==> config.mk <==
export PLATFORM = sky130hd
export DESIGN_NAME = fm_modulate
export DESIGN_NICKNAME = d
export VERILOG_FILES = /design/src/rtl/fm_modulate.sv
export SDC_FILE = /design/constraint.sdc
export NUM_CORES = 1
export LEC_CHECK = 0
export ABC_AREA = 0
export CAP_MARGIN = 30
export CORE_UTILIZATION = 46
export CTS_CLUSTER_DIAMETER = 50
export DETAILED_ROUTE_END_ITERATION = 10
export PLACE_DENSITY = 0.81
export SETUP_SLACK_MARGIN = 0.1
export SKIP_LAST_GASP = 1
export SLEW_MARGIN = 20
export SYNTH_ARGS = -nofsm -noshare
export SYNTH_HDL_FRONTEND = slang
export SYNTH_SLANG_ARGS = --single-unit
==> constraint.sdc <==
create_clock -name s00_axis_aclk -period 2.6 [get_ports s00_axis_aclk]
set_input_delay 0.52 -clock s00_axis_aclk [delete_from_list [all_inputs] [get_ports s00_axis_aclk]]
set_output_delay 0.52 -clock s00_axis_aclk [all_outputs]
set_load 0.02 [all_outputs]
==> src/rtl/fm_modulate.sv <==
`default_nettype none
// ============================================================================
// Module      : fm_modulate
// Description : FM modulator for the transmit path. Signed audio samples are
//               scaled by 2^GAIN_SHIFT with saturation to 16 bits. The result
//               is the instantaneous frequency deviation. That deviation, plus
//               CARRIER_INC, is integrated into a wrapping 16-bit phase
//               accumulator. The output is an AXI-Stream word of the form
//               {phase[15:0], MAGNITUDE[15:0]}.
//
//               Two-stage pipeline:
//                 stage 1 - sample capture, gain shift and saturation
//                 stage 2 - phase accumulation and output register
//               Both stages advance together on en = tready || !tvalid.
//
// Ports       : s00_axis_aclk    - clock, all logic on the rising edge
//               s00_axis_areset  - synchronous reset, active-high
//               s00_axis_tvalid  - input sample valid
//               s00_axis_tdata   - [15:0] signed audio sample, upper bits unused
//               s00_axis_tstrb   - forwarded alongside the sample
//               s00_axis_tlast   - forwarded alongside the sample
//               s00_axis_tready  - pipeline enable (combinational)
//               sw               - mode select (test-tone build only)
//               m00_axis_tready  - downstream ready
//               m00_axis_tvalid  - output valid
//               m00_axis_tdata   - {phase, MAGNITUDE}
//               m00_axis_tstrb   - delayed input tstrb
//               m00_axis_tlast   - delayed input tlast
//
// Build option: FM_TEST_TONE_EN - when this macro is defined and sw == 4'd3,
//               the sample source is an internal 16-bit counter. The counter
//               starts at 0 and advances by 1 per accepted input beat.
//
// Revision    : 1.0 - initial release
// ============================================================================
module fm_modulate #(
  parameter int          C_S00_AXIS_TDATA_WIDTH = 32,
  parameter int          C_M00_AXIS_TDATA_WIDTH = 32,
  parameter int          GAIN_SHIFT             = 1,
  parameter logic [15:0] CARRIER_INC            = 16'h0000,
  parameter logic [15:0] MAGNITUDE              = 16'h7FFF
) (
  input  logic                                  s00_axis_aclk,
  input  logic                                  s00_axis_areset,
  input  logic                                  s00_axis_tvalid,
  input  logic [C_S00_AXIS_TDATA_WIDTH-1:0]     s00_axis_tdata,
  input  logic [(C_S00_AXIS_TDATA_WIDTH/8)-1:0] s00_axis_tstrb,
  input  logic                                  s00_axis_tlast,
  output logic                                  s00_axis_tready,
  input  logic [3:0]                            sw,
  input  logic                                  m00_axis_tready,
  output logic                                  m00_axis_tvalid,
  output logic [C_M00_AXIS_TDATA_WIDTH-1:0]     m00_axis_tdata,
  output logic [(C_M00_AXIS_TDATA_WIDTH/8)-1:0] m00_axis_tstrb,
  output logic                                  m00_axis_tlast
);

  localparam int C_SW = C_S00_AXIS_TDATA_WIDTH / 8;
  localparam int C_MW = C_M00_AXIS_TDATA_WIDTH / 8;

  // Pipeline enable: both stages move whenever the output slot is free or
  // is being drained this cycle.
  logic w_en;
  assign w_en            = m00_axis_tready || !m00_axis_tvalid;
  assign s00_axis_tready = w_en;

  // --------------------------------------------------------------------------
  // Sample source select
  // --------------------------------------------------------------------------
  logic [15:0] w_sample;

`ifdef FM_TEST_TONE_EN
  logic [15:0] tone_cnt_q, tone_cnt_d;

  assign w_sample   = (sw == 4'd3) ? tone_cnt_q : s00_axis_tdata[15:0];
  assign tone_cnt_d = (w_en && s00_axis_tvalid) ? tone_cnt_q + 16'd1 : tone_cnt_q;

  always_ff @(posedge s00_axis_aclk) begin
    if (s00_axis_areset) begin
      tone_cnt_q <= 16'd0;
    end else begin
      tone_cnt_q <= tone_cnt_d;
    end
  end

  logic w_unused;
  assign w_unused = ^s00_axis_tdata[C_S00_AXIS_TDATA_WIDTH-1:16];
`else
  assign w_sample = s00_axis_tdata[15:0];

  logic w_unused;
  assign w_unused = ^{sw, s00_axis_tdata[C_S00_AXIS_TDATA_WIDTH-1:16]};
`endif

  // --------------------------------------------------------------------------
  // Gain shift with saturation. The sample is sign-extended to 24 bits first.
  // 24 bits is enough headroom for the largest shift (8), so no overflow
  // can occur before the clamp.
  // --------------------------------------------------------------------------
  logic signed [23:0] w_wide;
  logic        [15:0] w_dev_sat;

  assign w_wide = $signed({{8{w_sample[15]}}, w_sample}) <<< GAIN_SHIFT;

  always_comb begin
    w_dev_sat = w_wide[15:0];
    if (w_wide > 24'sd32767) begin
      w_dev_sat = 16'h7FFF;
    end else if (w_wide < -24'sd32768) begin
      w_dev_sat = 16'h8000;
    end
  end

  // --------------------------------------------------------------------------
  // Pipeline registers
  // --------------------------------------------------------------------------
  logic                              v1_q,     v1_d;
  logic [15:0]                       dev1_q,   dev1_d;
  logic [C_SW-1:0]                   strb1_q,  strb1_d;
  logic                              last1_q,  last1_d;
  logic [15:0]                       phase_q,  phase_d;
  logic                              tvalid_q, tvalid_d;
  logic [C_M00_AXIS_TDATA_WIDTH-1:0] tdata_q,  tdata_d;
  logic [C_MW-1:0]                   tstrb_q,  tstrb_d;
  logic                              tlast_q,  tlast_d;

  // Deviation is treated as two's complement. Modular 16-bit addition wraps
  // the phase through 2*pi in either direction.
  logic [15:0] w_phase_sum;
  assign w_phase_sum = phase_q + dev1_q + CARRIER_INC;

  always_comb begin
    v1_d     = v1_q;
    dev1_d   = dev1_q;
    strb1_d  = strb1_q;
    last1_d  = last1_q;
    phase_d  = phase_q;
    tvalid_d = tvalid_q;
    tdata_d  = tdata_q;
    tstrb_d  = tstrb_q;
    tlast_d  = tlast_q;

    if (w_en) begin
      // Stage 1
      v1_d = s00_axis_tvalid;
      if (s00_axis_tvalid) begin
        dev1_d  = w_dev_sat;
        strb1_d = s00_axis_tstrb;
        last1_d = s00_axis_tlast;
      end

      // Stage 2: bubbles leave the accumulator untouched.
      tvalid_d = v1_q;
      if (v1_q) begin
        phase_d = w_phase_sum;
        tdata_d = C_M00_AXIS_TDATA_WIDTH'({w_phase_sum, MAGNITUDE});
        tstrb_d = C_MW'(strb1_q);
        tlast_d = last1_q;
      end
    end
  end

  always_ff @(posedge s00_axis_aclk) begin
    if (s00_axis_areset) begin
      v1_q     <= 1'b0;
      dev1_q   <= 16'd0;
      strb1_q  <= '0;
      last1_q  <= 1'b0;
      phase_q  <= 16'd0;
      tvalid_q <= 1'b0;
      tdata_q  <= '0;
      tstrb_q  <= '0;
      tlast_q  <= 1'b0;
    end else begin
      v1_q     <= v1_d;
      dev1_q   <= dev1_d;
      strb1_q  <= strb1_d;
      last1_q  <= last1_d;
      phase_q  <= phase_d;
      tvalid_q <= tvalid_d;
      tdata_q  <= tdata_d;
      tstrb_q  <= tstrb_d;
      tlast_q  <= tlast_d;
    end
  end

  assign m00_axis_tvalid = tvalid_q;
  assign m00_axis_tdata  = tdata_q;
  assign m00_axis_tstrb  = tstrb_q;
  assign m00_axis_tlast  = tlast_q;

endmodule
`default_nettype wire

==> impl_metrics.ini, run 1 <==
[worst_setup_path]
crit_path_cell_trace = clkdlybuf4s50_1 -> nand2b_1 -> clkdlybuf4s50_1
crit_family = buffers and inverters
path_max_fanout = 7
crit_buf_inv = 2
reg2reg_from = phase_q[0]$_SDFFE_PP0P_
cp.arrival_ns = 1.82
worstPathRequired_ns = 2.08
critical_path.slowest_cell = clkdlybuf4s50_1
setup.worst_path.class = in2out
cpPeakStageDelay_ns = 0.65
cpMostUsedCell = clkdlybuf4s50_1
start_kind = input pin
endpoint_kind = primary output
startpoint = m00_axis_tready

[sta]
fin_skew_ns = 0.00797
hold_violations = 0
timing.slew.headroom = 0.578
slew_viol_final = 0
tightest_slew_ns = 0.631
layout_min_cycle_time_ns = 2.34
fin_crit_sh = 0.900
setup-tns-final_ns = 0
setup_viol = 0
rsz0062_at_grt = false
timing.fmax_mhz = 427

[global_route]
track_usage = 0.222
overflow = 0
grt_max_degree = 34
grt_pass1_vias = 2179
grt_pass1_wl_um = 9690
antenna_found_initial = 0

[logic_synthesis]
ys_warn_count = 0
avgSynthCellArea_sq_um = 8.04
synthDistinctLibCells = 54
dominantRegCellSynth = dfxtp_1
synthArstFlopShare = 0
synth_seq_cells = 45
postSynthNetCount = 371
ys_seq_area_frac = 0.361
synth_area_sq_um = 2490
syn_inst = 310
synth_edf_count = 0

[routing]
drt_iter0_drc = 149
vias_per_cell = 5.50
remaining_drc_errors = 0
vias = 2358
drt-wirelength-per-cell_um = 14.1
detail-route-antenna-nets = 0
drtPass1Iterations = 4
wirelength_um = 6050

[floorplanning]
die_h_um = 75.6
dieArea_sq_um = 5720
design.core.area_sq_um = 5170
io_pins = 84
die-width_um = 75.6
start_util = 0.482
fp-row-count = 26

[clock_tree]
cts-root-buf = clkbuf_8
clk_latency_ns = 0.30
numCtsBuffers = 5
cts_buffer_depth = 2
h-tree-depth = 2
clk_pin_slew_ns = 0.08
cts.sinks = 45
cts_tree = yes
cts_setup_buffers = 0
cts_hold_buf = 0
ctsResizeCount = 0

[min_path]
hold_start = strb1_q[1]$_SDFFE_PP0P_
min_path_type = reg2reg

[place]
gp_congestion = 0.903
dp_hpwl_um = 4320
io_buffers = 62

[pwr]
power_uw = 1560
cellLeakagePower_uw = 0.00125
vdd_drop_max_uv = 343
p_per_area_nw_per_um2 = 491

[flow_run]
cap_viol_max_count = 0

[layout]
diodes = 0
final_nets = 419
area_growth_pct = 27.8
drive_gt1_frac = 0.0724

[run_status]
status = completed
## logic make-up after synthesis
group / Yosys count / synth area share
other cells: 1 / 0.00150
fa+ha+maj: 16 / 0.0833
compound gates: 111 / 0.270
xor+xnor: 6 / 0.0211
flops: 45 / 0.361
mux: 1 / 0.00401
buf+inv: 37 / 0.0798
simple gates: 93 / 0.179
## sequential cells by signal, summed over array words and instances, names as in the netlist
name,cells
dev1_q,16
m00_axis_tvalid,1
m00_axis_tstrb,4
strb1_q,4
phase_q,16
m00_axis_tlast,1
m00_axis_tdata,1
last1_q,1
v1_q,1
## synth_stat cells (3+ instances only)
| cell | n | share of area |
|---|---|---|
| a211o_1 | 4 | 0.014 |
| nand2b_1 | 3 | 0.0075 |
| nor4_1 | 3 | 0.0075 |
| buf_2 | 3 | 0.0060 |
| dfxtp_1 | 45 | 0.36 |
| ha_1 | 15 | 0.075 |
| inv_1 | 5 | 0.0075 |
| and2_1 | 3 | 0.0075 |
| nor3_1 | 4 | 0.0080 |
| nand2_1 | 43 | 0.065 |
| and3_1 | 5 | 0.013 |
| o21ai_0 | 21 | 0.042 |
| buf_4 | 15 | 0.045 |
| buf_1 | 5 | 0.0075 |
| nand3_1 | 9 | 0.018 |
| clkbuf_1 | 8 | 0.012 |
| a21oi_1 | 61 | 0.12 |
| nor2_1 | 12 | 0.018 |
| xnor2_1 | 5 | 0.018 |
## final timing paths
| path | endpoint | slack [ns] | cells past startpoint |
|---|---|---|---|
| worst max register to register | phase_q[12]$_SDFFE_PP0P_ | 0.27 | 8 |
| worst min-delay path | m00_axis_tstrb[1]$_SDFFE_PP0P_ | 0.46 | 2 |
| worst max-delay path | s00_axis_tready | 0.26 | 3 |
| worst min register to register | m00_axis_tstrb[1]$_SDFFE_PP0P_ | 0.46 | 2 |
## stage by stage
step                instances  area (sq um)  setup slack (ns)  hold slack [ns]   util
finish                    429          3190             0.259            0.456  0.616
global route              429          3190             0.171            0.486  0.616
global placement          421          3100             0.267            0.443  0.599
floorplan                 310          2490             0.415            0.432      -
CTS                       429          3190             0.260            0.461  0.616
detailed placement        421          3100             0.183            0.449  0.599
## layout by cell type, fill, tap and decap left out, drive strengths merged, types with 2 or more instances in the layout
cell type / count
and3: 5
or3: 2
nor4: 3
a21o: 3
nand2b: 3
nand2: 43
clkdlybuf4s50: 62
o221ai: 2
or4: 2
dfxtp: 45
buf: 10
nand4: 2
and2: 3
o21ai: 21
xnor2: 5
a2111oi: 2
clkbuf: 6
inv: 5
ha: 15
a211o: 4
a21oi: 62
clkinvlp: 2
nor3: 4
nor2: 12
nand3: 9
o21a: 4
## metal layers
metal | vias up | GRT usage | share of wire | wire, um
met2 | 50 | 0.384 | 0.50 | 2990
met3 | 5 | 0.0410 | 0.039 | 235
met1 | 1107 | 0.281 | 0.46 | 2760
met4 | 0 | 0.0700 | 0.0084 | 51
met5 | - | 0 | 0 | 0
li1 | 1196 | - | - | -
## area by class of cell
class	count	area (sq um)
Fill cell	453	1980
Multi-Input combinational cell	228	1390
Sequential cell	45	901
Timing Repair Buffer	72	696
Tap cell	70	87.6
Clock buffer	6	72.6
Inverter	6	22.5
Clock inverter	2	15.0
## worst min-delay path: stages (launching register included)
cell and delay (ns):
dfxtp_1 0.32, nand2_1 0.05, a21oi_1 0.05
## report_power, final
part | switching [uW] | internal [uW] | total, uW
Combinational | 198 | 170 | 368
Sequential | 33.4 | 731 | 764
Clock | 242 | 190 | 432
Total | 474 | 1090 | 1560
(Power assumes the default switching activity.)
==> run 2, diff against run 1 <==
--- a/config.mk
+++ b/config.mk
@@ -11,7 +11,8 @@
 export CTS_CLUSTER_DIAMETER = 50
 export DETAILED_ROUTE_END_ITERATION = 10
 export PLACE_DENSITY = 0.81
-export SETUP_SLACK_MARGIN = 0.1
+export REMOVE_ABC_BUFFERS = 1
+export SETUP_SLACK_MARGIN = 0.05
 export SKIP_LAST_GASP = 1
 export SLEW_MARGIN = 20
 export SYNTH_ARGS = -nofsm -noshare
==> impl_metrics.ini, run 2 (same netlist as run 1, synthesis figures left out) <==
[worst_setup_path]
cpPeakStageDelay_ns = 0.43
endpoint_kind = flop
setup.worst_path.class = reg2reg
cp.arrival_ns = 2.63
crit_path_cell_trace = ha_1 -> fa_1 -> a21oi_1 -> o211a_1 -> o21a_2 -> o221ai_2 -> a2111oi_1 -> a211o_1
critical_path.slowest_cell = a2111oi_1
path_max_fanout = 3
start_kind = flop
worstPathRequired_ns = 2.85

[routing]
drtPass1Iterations = 4
detail-route-antenna-nets = 0
drt_iter0_drc = 227
vias_per_cell = 5.49
drt-wirelength-per-cell_um = 14.3
vias = 2343
remaining_drc_errors = 0
wirelength_um = 6120

[sta]
slew_viol_final = 0
tightest_slew_ns = 0.691
setup-tns-final_ns = 0
layout_min_cycle_time_ns = 2.37
timing.slew.headroom = 0.539
setup_viol = 0
hold_violations = 0
fin_skew_ns = 0.00548
fin_crit_sh = 0.912
rsz0062_at_grt = false
timing.fmax_mhz = 422

[layout]
most-common-layout-cells = 62 x clkdlybuf4s50_1, 61 x a21oi_1, 45 x dfxtp_1, 43 x nand2_1, 21 x o21ai_0
area_growth_pct = 27.8
largestRegisters = dev1_q: 16 flops, phase_q: 16 flops
multi_input_area_sq_um = 1390
final_nets = 417
finalNonFillerCells = 427
fin_area_sq_um = 3190
seqCellArea_sq_um = 901
drive_gt1_frac = 0.0700
final_common_cell = clkdlybuf4s50_1
fillCellCount = 439
diodes = 0

[place]
place_area_sq_um = 3090
dp_hpwl_um = 4120
io_buffers = 62
dpl.cell_count = 419
gp_congestion = 0.898

[global_route]
antenna_found_initial = 0
grt_pass1_wl_um = 9890
grt_pass1_vias = 2128
grt_max_degree = 34
track_usage = 0.232
overflow = 0

[clock_tree]
ctsResizeCount = 0
cts_tree = yes
numCtsBuffers = 5
cts.sinks = 45
h-tree-depth = 2
cts_setup_buffers = 0
cts_hold_buf = 0
clk_latency_ns = 0.30
cts-root-buf = clkbuf_8
clk_pin_slew_ns = 0.08
cts_buffer_depth = 2

[floorplanning]
design.core.area_sq_um = 5170
io_pins = 84
start_util = 0.482
dieArea_sq_um = 5720
die-width_um = 75.6
fp-row-count = 26
die_h_um = 75.6

[run_status]
status = completed

[min_path]
min_path_type = reg2reg

[flow_run]
cap_viol_max_count = 0

[pwr]
power_uw = 1610
p_per_area_nw_per_um2 = 506
cellLeakagePower_uw = 0.00126
vdd_drop_max_uv = 325
==> run 2: critical path, delay by kind of cell, from the launching register on <==
family | cells | cell delay, ns
DFF | 1 | 0.34
adders and majority gates | 2 | 0.63
AOI/OAI and AO/OA | 6 | 1.35
==> run 2: layout make-up <==
type                       instances  area share
clock buffer                       7      0.0302
timing repair buffer              70       0.214
clock inverter                     1     0.00157
multi-input combinational        228       0.437
tap                               70      0.0275
inverter                           6     0.00707
sequential                        45       0.283
==> run 2: final timing paths <==
check	from	end	slack, ns	cells past startpoint
hold / removal	strb1_q[2]$_SDFFE_PP0P_	m00_axis_tstrb[2]$_SDFFE_PP0P_	0.46	2
setup / recovery	phase_q[0]$_SDFFE_PP0P_	phase_q[12]$_SDFFE_PP0P_	0.23	8
hold reg to reg	strb1_q[2]$_SDFFE_PP0P_	m00_axis_tstrb[2]$_SDFFE_PP0P_	0.46	2
setup reg to reg	phase_q[0]$_SDFFE_PP0P_	phase_q[12]$_SDFFE_PP0P_	0.23	8
==> run 2: report_power, final <==
part / switching, uW / total [uW] / internal (uW) / leakage, uW
sequential: 32.8 / 764 / 731 / 0.000369
combinational: 200 / 368 / 168 / 0.000836
clock: 241 / 482 / 240 / 0.0000542
total: 474 / 1610 / 1140 / 0.00126
==> run 2: through the flow <==
stage / utilization / hold slack (ns) / worst slack, ns
2_1_floorplan: - / 0.426 / -0.133
3_3_place_gp: 0.597 / 0.438 / 0.275
3_5_place_dp: 0.597 / 0.447 / 0.271
4_1_cts: 0.616 / 0.458 / 0.258
5_1_grt: 0.616 / 0.470 / 0.0666
6_report: 0.616 / 0.457 / 0.228
==> run 2: routing by layer <==
layer  track usage  vias to the layer above  part of all wire
met5             0                        -                 0
met4        0.0823                        0             0.011
met3        0.0569                        9             0.065
met2         0.373                       73              0.47
met1         0.303                     1066              0.46
li1              -                     1195                 -
==> run 3, diff against run 2 <==
==> constraint.sdc (replaced) <==
create_clock -name s00_axis_aclk -period 2.6 [get_ports s00_axis_aclk]
set_input_delay 0.65 -clock s00_axis_aclk [delete_from_list [all_inputs] [get_ports s00_axis_aclk]]
set_output_delay 0.65 -clock s00_axis_aclk [all_outputs]
set_load 0.02 [all_outputs]
==> impl_metrics.ini, run 3 (same netlist as run 1, synthesis figures left out) <==
[run_status]
status = completed

[layout]
fin_area_sq_um = 3200
drive_gt1_frac = 0.0750
diodes = 0
most-common-layout-cells = 62 x clkdlybuf4s50_1, 61 x a21oi_1, 45 x dfxtp_1, 43 x nand2_1, 21 x o21ai_0
fillCellCount = 476
largestRegisters = dev1_q: 16 flops, phase_q: 16 flops
area_growth_pct = 28.4
final_nets = 421
final_common_cell = clkdlybuf4s50_1

[worst_setup_path]
ff2ff_path_depth = 8
crit_path_cell_trace = clkdlybuf4s50_1 -> nand2b_1 -> clkdlybuf4s50_1
start_kind = input pin
cpPeakStageDelay_ns = 0.61
crit_family = buffers and inverters
setup.worst_path.class = in2out
critical_path.slowest_cell = clkdlybuf4s50_1
worstPathRequired_ns = 1.95
endpoint_kind = primary output
r2r_end = phase_q[12]$_SDFFE_PP0P_
crit_buf_inv = 2
r2r_setup_slack_ns = 0.25
cp.arrival_ns = 1.81
path_max_fanout = 2
reg2reg_from = phase_q[0]$_SDFFE_PP0P_
cpMostUsedCell = clkdlybuf4s50_1

[place]
dp_hpwl_um = 4290
gp_congestion = 0.889
place_area_sq_um = 3120
io_buffers = 62

[routing]
drt-wirelength-per-cell_um = 14.2
remaining_drc_errors = 0
wirelength_um = 6090
detail-route-antenna-nets = 0
highest_layer = met4
wl_met3_um = 307
dr_wl_met2_um = 2890
vias = 2375
vias_per_cell = 5.52
drt_iter0_drc = 175
drtPass1Iterations = 4
wl_met1_um = 2830

[sta]
setup-tns-final_ns = 0
tightest_slew_ns = 0.631
slew_viol_final = 0
timing.fmax_mhz = 407
fin_skew_ns = 0.00645
timing.slew.headroom = 0.579
hold_violations = 0
setup_viol = 0
layout_min_cycle_time_ns = 2.46
rsz0062_at_grt = false
fin_crit_sh = 0.946

[clock_tree]
clk_pin_slew_ns = 0.08
cts_setup_buffers = 0
cts_tree = yes
clk_latency_ns = 0.30
h-tree-depth = 2
cts_hold_buf = 0
cts_buffer_depth = 2
cts.sinks = 45
ctsResizeCount = 0
cts-root-buf = clkbuf_8
numCtsBuffers = 5

[floorplanning]
start_util = 0.482
dieArea_sq_um = 5720
design.core.area_sq_um = 5170
die-width_um = 75.6
die_h_um = 75.6
io_pins = 84
fp-row-count = 26

[pwr]
swShare = 0.295
vdd_drop_max_uv = 287
clkPwrFrac = 0.281
cellLeakagePower_uw = 0.00127
p_int_uw = 1110
seqPwrFrac = 0.482
p_per_area_nw_per_um2 = 494
switching_power_uw = 467
power_frac_comb = 0.237

[global_route]
track_usage = 0.224
grt_pass1_vias = 2101
grt_pass1_wl_um = 9660
overflow = 0
antenna_found_initial = 0
grt_max_degree = 34

[min_path]
min_path_type = reg2reg
min_to = m00_axis_tstrb[0]$_SDFFE_PP0P_
hold_start = strb1_q[0]$_SDFFE_PP0P_
whs_path_depth = 2

[flow_run]
cap_viol_max_count = 0
==> run 3: worst register-to-register path: stages, from the launching register on <==
cell       delay (ns)
dfxtp_1          0.33
ha_1             0.22
fa_1             0.41
a21oi_1          0.30
o211a_1          0.21
o21a_2           0.17
o221ai_2         0.10
a2111oi_1        0.41
a211o_1          0.15
==> run 3: worst max-delay path by stage <==
stage,slack [ns],to,start,depth (start not counted)
global route,0.09,s00_axis_tready,m00_axis_tready,3
global placement,0.13,s00_axis_tready,m00_axis_tready,3
finish,0.14,s00_axis_tready,m00_axis_tready,3
floorplan,-0.26,m00_axis_tdata[0],m00_axis_tdata[14]$_SDFFE_PP0P_,0
CTS,0.13,s00_axis_tready,m00_axis_tready,3
detailed placement,0.14,s00_axis_tready,m00_axis_tready,3
==> run 3: routing by layer <==
metal  vias to the layer above  track usage
met2                        68        0.371
met3                         9       0.0423
li1                       1197            -
met1                      1101        0.296
met4                         0       0.0700
met5                         -            0
==> run 3: power by group through the flow <==
| stage | logic [uW] | registers [uW] | clock network [uW] |
|---|---|---|---|
| after global placement | 362 | 778 | 0 |
| after detailed placement | 370 | 779 | 0 |
| after floorplan | 163 | 813 | 0 |
| after CTS | 374 | 763 | 451 |
| final | 375 | 763 | 444 |
| after global routing | 410 | 769 | 470 |
==> run 3: per-stage QoR <==
stage | setup WS, ns | util | hold slack [ns] | std cells | power, uW
6_report | 0.141 | 0.619 | 0.451 | 430 | 1580
5_1_grt | 0.0929 | 0.619 | 0.481 | 430 | 1650
4_1_cts | 0.134 | 0.619 | 0.457 | 430 | 1590
3_5_place_dp | 0.143 | 0.602 | 0.448 | 423 | 1150
3_3_place_gp | 0.134 | 0.602 | 0.439 | 423 | 1140
2_1_floorplan | -0.263 | - | 0.426 | 279 | 976
==> run 3: area by class of cell <==
class,count,area [sq um],share of cell area
clock buffers,7,86.3,0.0270
inverters,6,22.5,0.00703
flip-flops and latches,45,901,0.281
well taps,70,87.6,0.0274
repair buffers,74,711,0.222
multi-input cells,228,1390,0.435
